$ cat config.mk
export PLATFORM = sky130hd
export DESIGN_NAME = pwm_decoder
export DESIGN_NICKNAME = d
export VERILOG_FILES = /design/src/rtl/pwm_pkg.sv /design/src/rtl/pwm_sync_edge.sv /design/src/rtl/pwm_decoder.sv
export SDC_FILE = /design/constraint.sdc
export NUM_CORES = 1
export LEC_CHECK = 0
export CORE_ASPECT_RATIO = 0.5
export CORE_MARGIN = 3
export CORE_UTILIZATION = 25
export CTS_BUF_LIST = sky130_fd_sc_hd__clkbuf_4 sky130_fd_sc_hd__clkbuf_8 sky130_fd_sc_hd__clkbuf_16
export DETAILED_ROUTE_END_ITERATION = 8
export GPL_TIMING_DRIVEN = 0
export SLEW_MARGIN = 5
export SYNTH_ARGS = -nofsm -noshare
export SYNTH_HDL_FRONTEND = slang
export SYNTH_SLANG_ARGS = --single-unit
export TNS_END_PERCENT = 50
$ cat constraint.sdc
create_clock -name clk -period 3.1 [get_ports clk]
set_input_delay 0.62 -clock clk [delete_from_list [all_inputs] [get_ports clk]]
set_output_delay 0.62 -clock clk [all_outputs]
set_load 0.005 [all_outputs]
$ cat src/rtl/pwm_pkg.sv
// rtl/pwm_pkg.sv - shared types and constants for the PWM capture path
package pwm_pkg;

    typedef enum logic [1:0] {
        ST_IDLE,
        ST_MEAS,
        ST_DIV
    } pwm_state_e;

    localparam int DUTY_W     = 3;
    localparam int DIV_STEPS  = 3;
    // Filter depth tracks the generator's speed-code width so both ends agree on minimum pulse width.
    localparam int FILT_DEPTH = DUTY_W;

    function automatic logic [DUTY_W-1:0] duty_from_level(input logic lvl);
        return lvl ? {DUTY_W{1'b1}} : {DUTY_W{1'b0}};
    endfunction

endpackage

$ cat src/rtl/pwm_sync_edge.sv
// rtl/pwm_sync_edge.sv - pad synchroniser with rise detect; glitch filter when PWM_DECODER_GLITCH_FILTER_EN is defined
module pwm_sync_edge
    import pwm_pkg::*;
(
    input  logic clk_i,
    input  logic rst_i,
    input  logic din_i,
    output logic level_o,
    output logic rise_o
);

    logic meta_q;
    logic sync_q;
    logic level_d;
    logic level_prev_q;

    always_ff @(posedge clk_i) begin
        if (rst_i) begin
            meta_q       <= 1'b0;
            sync_q       <= 1'b0;
            level_prev_q <= 1'b0;
        end else begin
            meta_q       <= din_i;
            sync_q       <= meta_q;
            level_prev_q <= level_d;
        end
    end

`ifdef PWM_DECODER_GLITCH_FILTER_EN
    logic [FILT_DEPTH-2:0] hist_q;
    logic                  filt_q;

    // Level flips only once the current sample and the previous FILT_DEPTH-1 samples agree.
    always_comb begin
        level_d = filt_q;
        if (&{hist_q, sync_q}) begin
            level_d = 1'b1;
        end else if (~|{hist_q, sync_q}) begin
            level_d = 1'b0;
        end
    end

    always_ff @(posedge clk_i) begin
        if (rst_i) begin
            hist_q <= '0;
            filt_q <= 1'b0;
        end else begin
            hist_q <= {hist_q[FILT_DEPTH-3:0], sync_q};
            filt_q <= level_d;
        end
    end
`else
    assign level_d = sync_q;
`endif

    assign level_o = level_d;
    assign rise_o  = level_d & ~level_prev_q;

endmodule

$ cat src/rtl/pwm_decoder.sv
// rtl/pwm_decoder.sv - PWM period/high-time capture with 3-bit duty quantiser; filter option PWM_DECODER_GLITCH_FILTER_EN
module pwm_decoder
    import pwm_pkg::*;
#(
    parameter int CNT_W = 16
) (
    input  logic              clk,
    input  logic              rst,
    input  logic              enable,
    input  logic              pwm_in,
    output logic [CNT_W-1:0]  period,
    output logic [CNT_W-1:0]  high_time,
    output logic [DUTY_W-1:0] duty_code,
    output logic              valid,
    output logic              stuck,
    output logic              overrun
);

    localparam int              STEP_W  = $clog2(DIV_STEPS);
    localparam logic [CNT_W-1:0] CNT_MAX = {CNT_W{1'b1}};

    logic s;
    logic rise;

    pwm_sync_edge u_sync (
        .clk_i   (clk),
        .rst_i   (rst),
        .din_i   (pwm_in),
        .level_o (s),
        .rise_o  (rise)
    );

    pwm_state_e          state_q, state_d;
    logic [CNT_W-1:0]    per_cnt_q, per_cnt_d;
    logic [CNT_W-1:0]    hi_cnt_q, hi_cnt_d;
    logic [CNT_W-1:0]    p_snap_q, p_snap_d;
    logic [CNT_W-1:0]    h_snap_q, h_snap_d;
    logic [CNT_W-1:0]    rem_q, rem_d;
    logic [DUTY_W-2:0]   quo_q, quo_d;
    logic [STEP_W-1:0]   step_q, step_d;
    logic [CNT_W-1:0]    period_q, period_d;
    logic [CNT_W-1:0]    high_q, high_d;
    logic [DUTY_W-1:0]   duty_q, duty_d;
    logic                valid_q, valid_d;
    logic                stuck_q, stuck_d;
    logic                overrun_q, overrun_d;

    // Remainder never exceeds the period, so the doubled value needs one extra bit only transiently.
    logic [CNT_W:0] rem_shift;
    logic           rem_ge;

    assign rem_shift = {rem_q, 1'b0};
    assign rem_ge    = rem_shift >= {1'b0, p_snap_q};

    always_comb begin
        state_d   = state_q;
        per_cnt_d = per_cnt_q + 1'b1;
        hi_cnt_d  = hi_cnt_q + CNT_W'(s);
        p_snap_d  = p_snap_q;
        h_snap_d  = h_snap_q;
        rem_d     = rem_q;
        quo_d     = quo_q;
        step_d    = step_q;
        period_d  = period_q;
        high_d    = high_q;
        duty_d    = duty_q;
        valid_d   = 1'b0;
        stuck_d   = stuck_q;
        overrun_d = overrun_q;

        case (state_q)
            ST_IDLE: begin
                per_cnt_d = '0;
                hi_cnt_d  = '0;
                if (rise) begin
                    state_d   = ST_MEAS;
                    per_cnt_d = CNT_W'(1);
                    hi_cnt_d  = CNT_W'(1);
                end
            end
            ST_MEAS: begin
                if (rise) begin
                    p_snap_d  = per_cnt_q;
                    h_snap_d  = hi_cnt_q;
                    rem_d     = hi_cnt_q;
                    quo_d     = '0;
                    step_d    = '0;
                    per_cnt_d = CNT_W'(1);
                    hi_cnt_d  = CNT_W'(1);
                    state_d   = ST_DIV;
                end else if (per_cnt_q == CNT_MAX) begin
                    stuck_d   = 1'b1;
                    duty_d    = duty_from_level(s);
                    valid_d   = 1'b1;
                    per_cnt_d = '0;
                    hi_cnt_d  = '0;
                    state_d   = ST_IDLE;
                end
            end
            ST_DIV: begin
                if (rise) begin
                    overrun_d = 1'b1;
                    per_cnt_d = CNT_W'(1);
                    hi_cnt_d  = CNT_W'(1);
                    state_d   = ST_MEAS;
                end else begin
                    rem_d  = rem_ge ? CNT_W'(rem_shift - {1'b0, p_snap_q}) : CNT_W'(rem_shift);
                    quo_d  = {quo_q[DUTY_W-3:0], rem_ge};
                    step_d = step_q + 1'b1;
                    if (step_q == STEP_W'(DIV_STEPS - 1)) begin
                        period_d = p_snap_q;
                        high_d   = h_snap_q;
                        duty_d   = {quo_q, rem_ge};
                        valid_d  = 1'b1;
                        stuck_d  = 1'b0;
                        state_d  = ST_MEAS;
                    end
                end
            end
            default: begin
                state_d = ST_IDLE;
            end
        endcase

        if (!enable) begin
            state_d   = ST_IDLE;
            per_cnt_d = '0;
            hi_cnt_d  = '0;
            valid_d   = 1'b0;
            period_d  = period_q;
            high_d    = high_q;
            duty_d    = duty_q;
            stuck_d   = stuck_q;
            overrun_d = overrun_q;
        end
    end

    always_ff @(posedge clk) begin
        if (rst) begin
            state_q   <= ST_IDLE;
            per_cnt_q <= '0;
            hi_cnt_q  <= '0;
            p_snap_q  <= '0;
            h_snap_q  <= '0;
            rem_q     <= '0;
            quo_q     <= '0;
            step_q    <= '0;
            period_q  <= '0;
            high_q    <= '0;
            duty_q    <= '0;
            valid_q   <= 1'b0;
            stuck_q   <= 1'b0;
            overrun_q <= 1'b0;
        end else begin
            state_q   <= state_d;
            per_cnt_q <= per_cnt_d;
            hi_cnt_q  <= hi_cnt_d;
            p_snap_q  <= p_snap_d;
            h_snap_q  <= h_snap_d;
            rem_q     <= rem_d;
            quo_q     <= quo_d;
            step_q    <= step_d;
            period_q  <= period_d;
            high_q    <= high_d;
            duty_q    <= duty_d;
            valid_q   <= valid_d;
            stuck_q   <= stuck_d;
            overrun_q <= overrun_d;
        end
    end

    assign period    = period_q;
    assign high_time = high_q;
    assign duty_code = duty_q;
    assign valid     = valid_q;
    assign stuck     = stuck_q;
    assign overrun   = overrun_q;

endmodule
==> results of run 1 <==
## flip-flops by register name, indices dropped and copies added, names as in the netlist, 2 cells and up
signal     cells
h_snap_q      16
state_q        2
step_q         2
rem_q         16
high_time     16
per_cnt_q     16
p_snap_q      16
quo_q          2
duty_code      3
hi_cnt_q      16
period        16
## cells by family (layout without fill, tap and decap cells)
group | Yosys count | in the layout | synth area share, %
adders and majority gates | 26 | 26 | 5.60
muxes | 14 | 14 | 2.36
buffers and inverters | 64 | 137 | 5.03
and+or+nand+nor | 309 | 309 | 22.1
xor gates and xnor gates | 40 | 40 | 5.89
DFF | 127 | 127 | 42.8
AOI/OAI and AO/OA | 154 | 154 | 16.2
## what timing repair did
item	in CTS	in global routing
gates resized for setup	0	2
endpoints found under the hold margin	0	0
setup endpoints to repair	0	10
## Yosys cell counts, types with 7 or more instances
master    instances  area (um^2)
a211o_1          10         87.6
o21ai_0           9         45.0
ha_1             25          313
nand3_1          17         85.1
nand2b_1          8         50.1
xnor2_1          18          158
xor2_1           22          193
a21oi_1          96          480
nor2_1           73          274
clkbuf_1         23         86.3
nand2_1         170          638
a211oi_1          8         60.1
and3_1            7         43.8
inv_1            28          105
mux2i_1          14          140
nor2b_1           7         43.8
dfxtp_1         127         2540
## final timing paths
path,startpoint,end
setup / recovery,per_cnt_q[0],per_cnt_q[3]
hold / removal,u_sync.meta_q,u_sync.level_o
setup reg to reg,per_cnt_q[0],per_cnt_q[3]
hold reg to reg,u_sync.meta_q,u_sync.level_o
## final cells by class
| type | instances | area (um^2) |
|---|---|---|
| Clock buffer | 18 | 439 |
| Timing Repair Buffer | 41 | 410 |
| Fill cell | 2422 | 15800 |
| Tap cell | 307 | 384 |
| Buffer | 35 | 193 |
| Clock inverter | 14 | 141 |
| Sequential cell | 127 | 2540 |
| Multi-Input combinational cell | 543 | 3110 |
| Inverter | 29 | 109 |
## stage by stage
stage | total power, mW | setup WS [ps] | instance area [um^2]
floorplan | 1.78 | 623 | 5950
global placement | 1.82 | 85.4 | 6740
detailed placement | 1.82 | 32.6 | 6740
CTS | 3.78 | 7.73 | 7320
global route | 3.87 | 18.9 | 7330
finish | 3.75 | 224 | 7330
## cell usage in the layout, fill, tap and decap left out, types with 4 or more instances in the layout
cell type / synthesis / routed
and3_1: 7 / 7
nand2b_1: 8 / 8
a211oi_1: 8 / 8
nand2_1: 170 / 170
mux2i_1: 14 / 14
inv_1: 28 / 28
o21ai_0: 9 / 9
ha_1: 25 / 25
clkbuf_8: 3 / 4
nor3_1: 5 / 5
a211o_1: 10 / 10
nand3_1: 17 / 17
dfxtp_1: 127 / 127
clkdlybuf4s50_1: 0 / 41
xor2_1: 22 / 22
inv_6: 0 / 9
nor2b_1: 7 / 7
a31oi_1: 4 / 4
a21oi_1: 96 / 96
clkbuf_16: 0 / 17
clkbuf_1: 23 / 23
nor2_1: 73 / 73
xnor2_1: 18 / 18
## report_power, final
group | switching [mW] | internal [mW] | leakage, nW
Sequential | 0.00580 | 1.64 | 1.02
Clock | 0.817 | 1.15 | 0.280
Combinational | 0.0930 | 0.0501 | 1.13
Total | 0.915 | 2.84 | 2.43
## per-layer routing
layer / track usage [%] / part of all wire (%)
met5: 0 / 0
met1: 16.8 / 47
met2: 21.5 / 45
met3: 3.14 / 6.2
met4: 4.26 / 1.4
## worst max-delay path: stages, from the launching register on
cell	delay (ps)
dfxtp_1	460
ha_1	260
nand2_1	140
nor4_2	390
and3_1	280
nand2b_1	170
nand2_1	90
a21oi_1	140
or2_2	150
buf_2	280
clkbuf_4	310
nor2_1	70
==> metrics.yaml, run 1 <==
wl_per_cell_um: 14.6
setup_viol: 0
postCtsSetupBuffers: 0
critPathKind: "flip-flop to flip-flop"
fp.dieH_um: 115
cts_tree: "yes"
synth-edff-count: 0
synth_ff_type: "dfxtp_1"
route.detailed.drc: 0
fmax_ghz: 0.348
cts_hold_buffers: 0
cts_num_sinks: 127
holdWs_ps: 442
avgSynthCellArea_um2: 8.10
p_leak_nw: 2.43
io_pins: 42
cts_root_buf: "clkbuf_16"
slew_violations: 0
worst_ep_arrival_time_ps: 3180
max_slew_margin_pct: 54.4
initial_core_util_pct: 25.8
synth_cell_types: 59
clk_latency_ps: 430
via_count: 5215
final_cells: 1114
first_iter_violations: 367
htreeDepth: 4
async_reset_ff_share_pct: 0
dieArea_um2: 25800
hold_depth: 1
insertedDiodeCount: 0
ys_seq_elements: 127
crit_path_start_kind: "flip-flop"
totalWireLength_um: 16300
grt_max_degree: 17
postSynthCellCount: 734
fin_crit_ps: 2880
cts_inserted_buffers: 17
die_x_um: 224
dp_hpwl_um: 12300
r2r_cells: 11
grt_pass1_wl_um: 26400
tightest_slew_ps: 684
ir_worst_vdd_mv: 0.366
yosys_warnings: 0
clkTransAtPathRegs_ps: 60
required_ps: 3410
synth_area_um2: 5950
fin_util_pct: 31.8
dp_cells: 1082
crit_fanout: 10
crit_path_end_kind: "flip-flop"
outcome: "finished clean"
final.period_utilization_pct: 92.8
hp-class: "flip-flop to flip-flop"
antenna_left: 0
clock_skew_ps: 15.4
drv_cap: 0
core_area_um2: 23100
grt-ovfl-total: 0
nets: 824
port_buffers: 41
std_cell_rows: 39
power_density_nw_per_um2: 512
reg2reg_slack_ps: 220
grt_util_all_layers_pct: 13.0
antenna_found_initial: 0
area_growth_syn_to_layout_pct: 23.3
first_pass_iters: 5
place.gp.congestion: 0.896
rsz0062_at_grt: "false"
grt_pass1_vias: 5029
seq_area_frac_synth_pct: 42.8
tns_ps: 0
layout-drive-gt1-share_pct: 6.69
hold_violations: 0
clock_path_buffers: 2
avgViaCountPerCell: 4.68
synth_fp_nets: 764
Power figures use the tool's default switching activity.
==> run 2, diff against run 1 <==
GPL_TIMING_DRIVEN = unset   (was 0)
==> run 2 against run 1 <==
Effect of this change: non-clock buffer count decreased by 23; via count decreased by 4.2%; sequential cell count unchanged; first-iteration DRC count decreased by 22%; combinational power decreased by 9%; utilization decreased by 0.37 points; maximum frequency increased by 3.2%; cell area decreased by 1.2%; sequential power about the same; power increased by 0.76%.
==> metrics.yaml, run 2 (synthesis results as in run 1) <==
insertedDiodeCount: 0
io_pins: 42
cts_resized: 0
drv_cap: 0
htreeDepth: 4
multi_input_area_um2: 3110
clkTransAtPathRegs_ps: 60
grt_pass1_vias: 4804
power_density_nw_per_um2: 522
core_area_um2: 23100
required_ps: 3440
cts_root_buf: "clkbuf_16"
first_iter_violations: 288
worst_ep_arrival_time_ps: 3130
crit_buf_inv: 1
fill_cells: 2398
p_sw_share_pct: 23.3
route.detailed.drc: 0
seq_area_um2: 2540
critPathKind: "flip-flop to flip-flop"
postCtsSetupBuffers: 0
grt-ovfl-total: 0
via_count: 4998
first_pass_iters: 5
nets: 801
antenna_found_initial: 0
setup_viol: 0
final_common_cell: "nand2_1"
reg2reg_from: "p_snap_q[10]"
cts_hold_buffers: 0
ir_worst_vdd_mv: 0.376
pwr-share-seq_pct: 43.5
placed_area_um2: 6650
r2r_cells: 10
outcome: "finished clean"
clock_power_share_pct: 53.1
cts_num_sinks: 127
hold_end: "u_sync.level_o"
tightest_slew_ps: 1000
layout-drive-gt1-share_pct: 7.40
final_cells: 1091
grt_util_all_layers_pct: 12.1
cpMostUsedCell: "a21oi_1"
clock_path_buffers: 2
std_cell_rows: 39
crit_path_end_kind: "flip-flop"
fin_util_pct: 31.4
r2r_end: "rem_q[2]"
antenna_left: 0
hold_violations: 0
initial_core_util_pct: 25.8
slowest_stage: "nor2_4"
hp-class: "flip-flop to flip-flop"
final.period_utilization_pct: 89.9
totalWireLength_um: 15000
combPwrFrac_pct: 3.4
max_slew_margin_pct: 33.0
avgViaCountPerCell: 4.58
fp.dieH_um: 115
die_x_um: 224
grt_pass1_wl_um: 24700
crit_chain: "inv_1 -> ha_1 -> a21oi_1 -> o21ai_0 -> a31oi_1 -> a21oi_1 -> nor2_4 -> mux2i_1 -> a211o_1 -> a21oi_1"
cts_tree: "yes"
dieArea_um2: 25800
clk_latency_ps: 420
p_int_mw: 2.90
power_switching_mw: 0.880
crit_fanout: 19
fin_area_um2: 7240
rsz0062_at_grt: "false"
area_growth_syn_to_layout_pct: 21.8
reg2reg_slack_ps: 310
crit_family: "compound AO/OA/AOI/OAI gates"
tns_ps: 0
p_leak_nw: 2.42
dp_hpwl_um: 10500
dp_cells: 1059
clock_skew_ps: 7.79
place.gp.congestion: 0.882
hold_depth: 1
slowest_delay_ps: 560
grt_max_degree: 95
layout_common_cells: "170 x nand2_1, 127 x dfxtp_1, 96 x a21oi_1"
fmax_ghz: 0.359
cts_inserted_buffers: 17
port_buffers: 41
wl_per_cell_um: 13.7
slew_violations: 0
min_from: "u_sync.meta_q"
crit_path_start_kind: "flip-flop"
fin_crit_ps: 2790
[run 2: worst max-delay path by stage]
stage                  from        end  slack, ps  cells after the start
2_1_floorplan  p_snap_q[11]  rem_q[13]        620                     11
3_3_place_gp   p_snap_q[11]  rem_q[15]        450                      9
3_5_place_dp   p_snap_q[10]   rem_q[2]        330                     10
4_1_cts        p_snap_q[10]   rem_q[2]        310                     10
5_1_grt         p_snap_q[4]   rem_q[9]        110                     10
6_report       p_snap_q[10]   rem_q[2]        310                     10
[run 2: stage by stage]
step | hold WS (ps) | power, mW | worst slack [ps]
after floorplan | 414 | 1.78 | 623
after global placement | 434 | 1.81 | 454
after detailed placement | 434 | 1.81 | 333
after CTS | 447 | 3.82 | 311
after global routing | 463 | 3.91 | 112
final | 442 | 3.78 | 312
[run 2: cell type report]
type	count	area share (%)
clock buffers	18	6.06
clock inverters	14	2.12
multi-input cells	543	42.9
inverters	29	1.50
flip-flops and latches	127	35.1
well taps	307	5.30
repair buffers	53	7.01
[run 2: power groups by stage]
stage	combinational, mW	clock, mW	sequential [mW]
2_1_floorplan	0.0987	0	1.68
3_3_place_gp	0.128	0	1.68
3_5_place_dp	0.129	0	1.68
4_1_cts	0.130	2.04	1.64
5_1_grt	0.145	2.13	1.64
6_report	0.130	2.01	1.64
[run 2: routing by layer]
layer / track usage [%] / vias to the layer above / wire (um)
li1: - / 2547 / -
met1: 15.5 / 2342 / 7190
met2: 19.1 / 88 / 6630
met3: 3.85 / 21 / 858
met4: 4.94 / 0 / 289
met5: 0 / - / 0
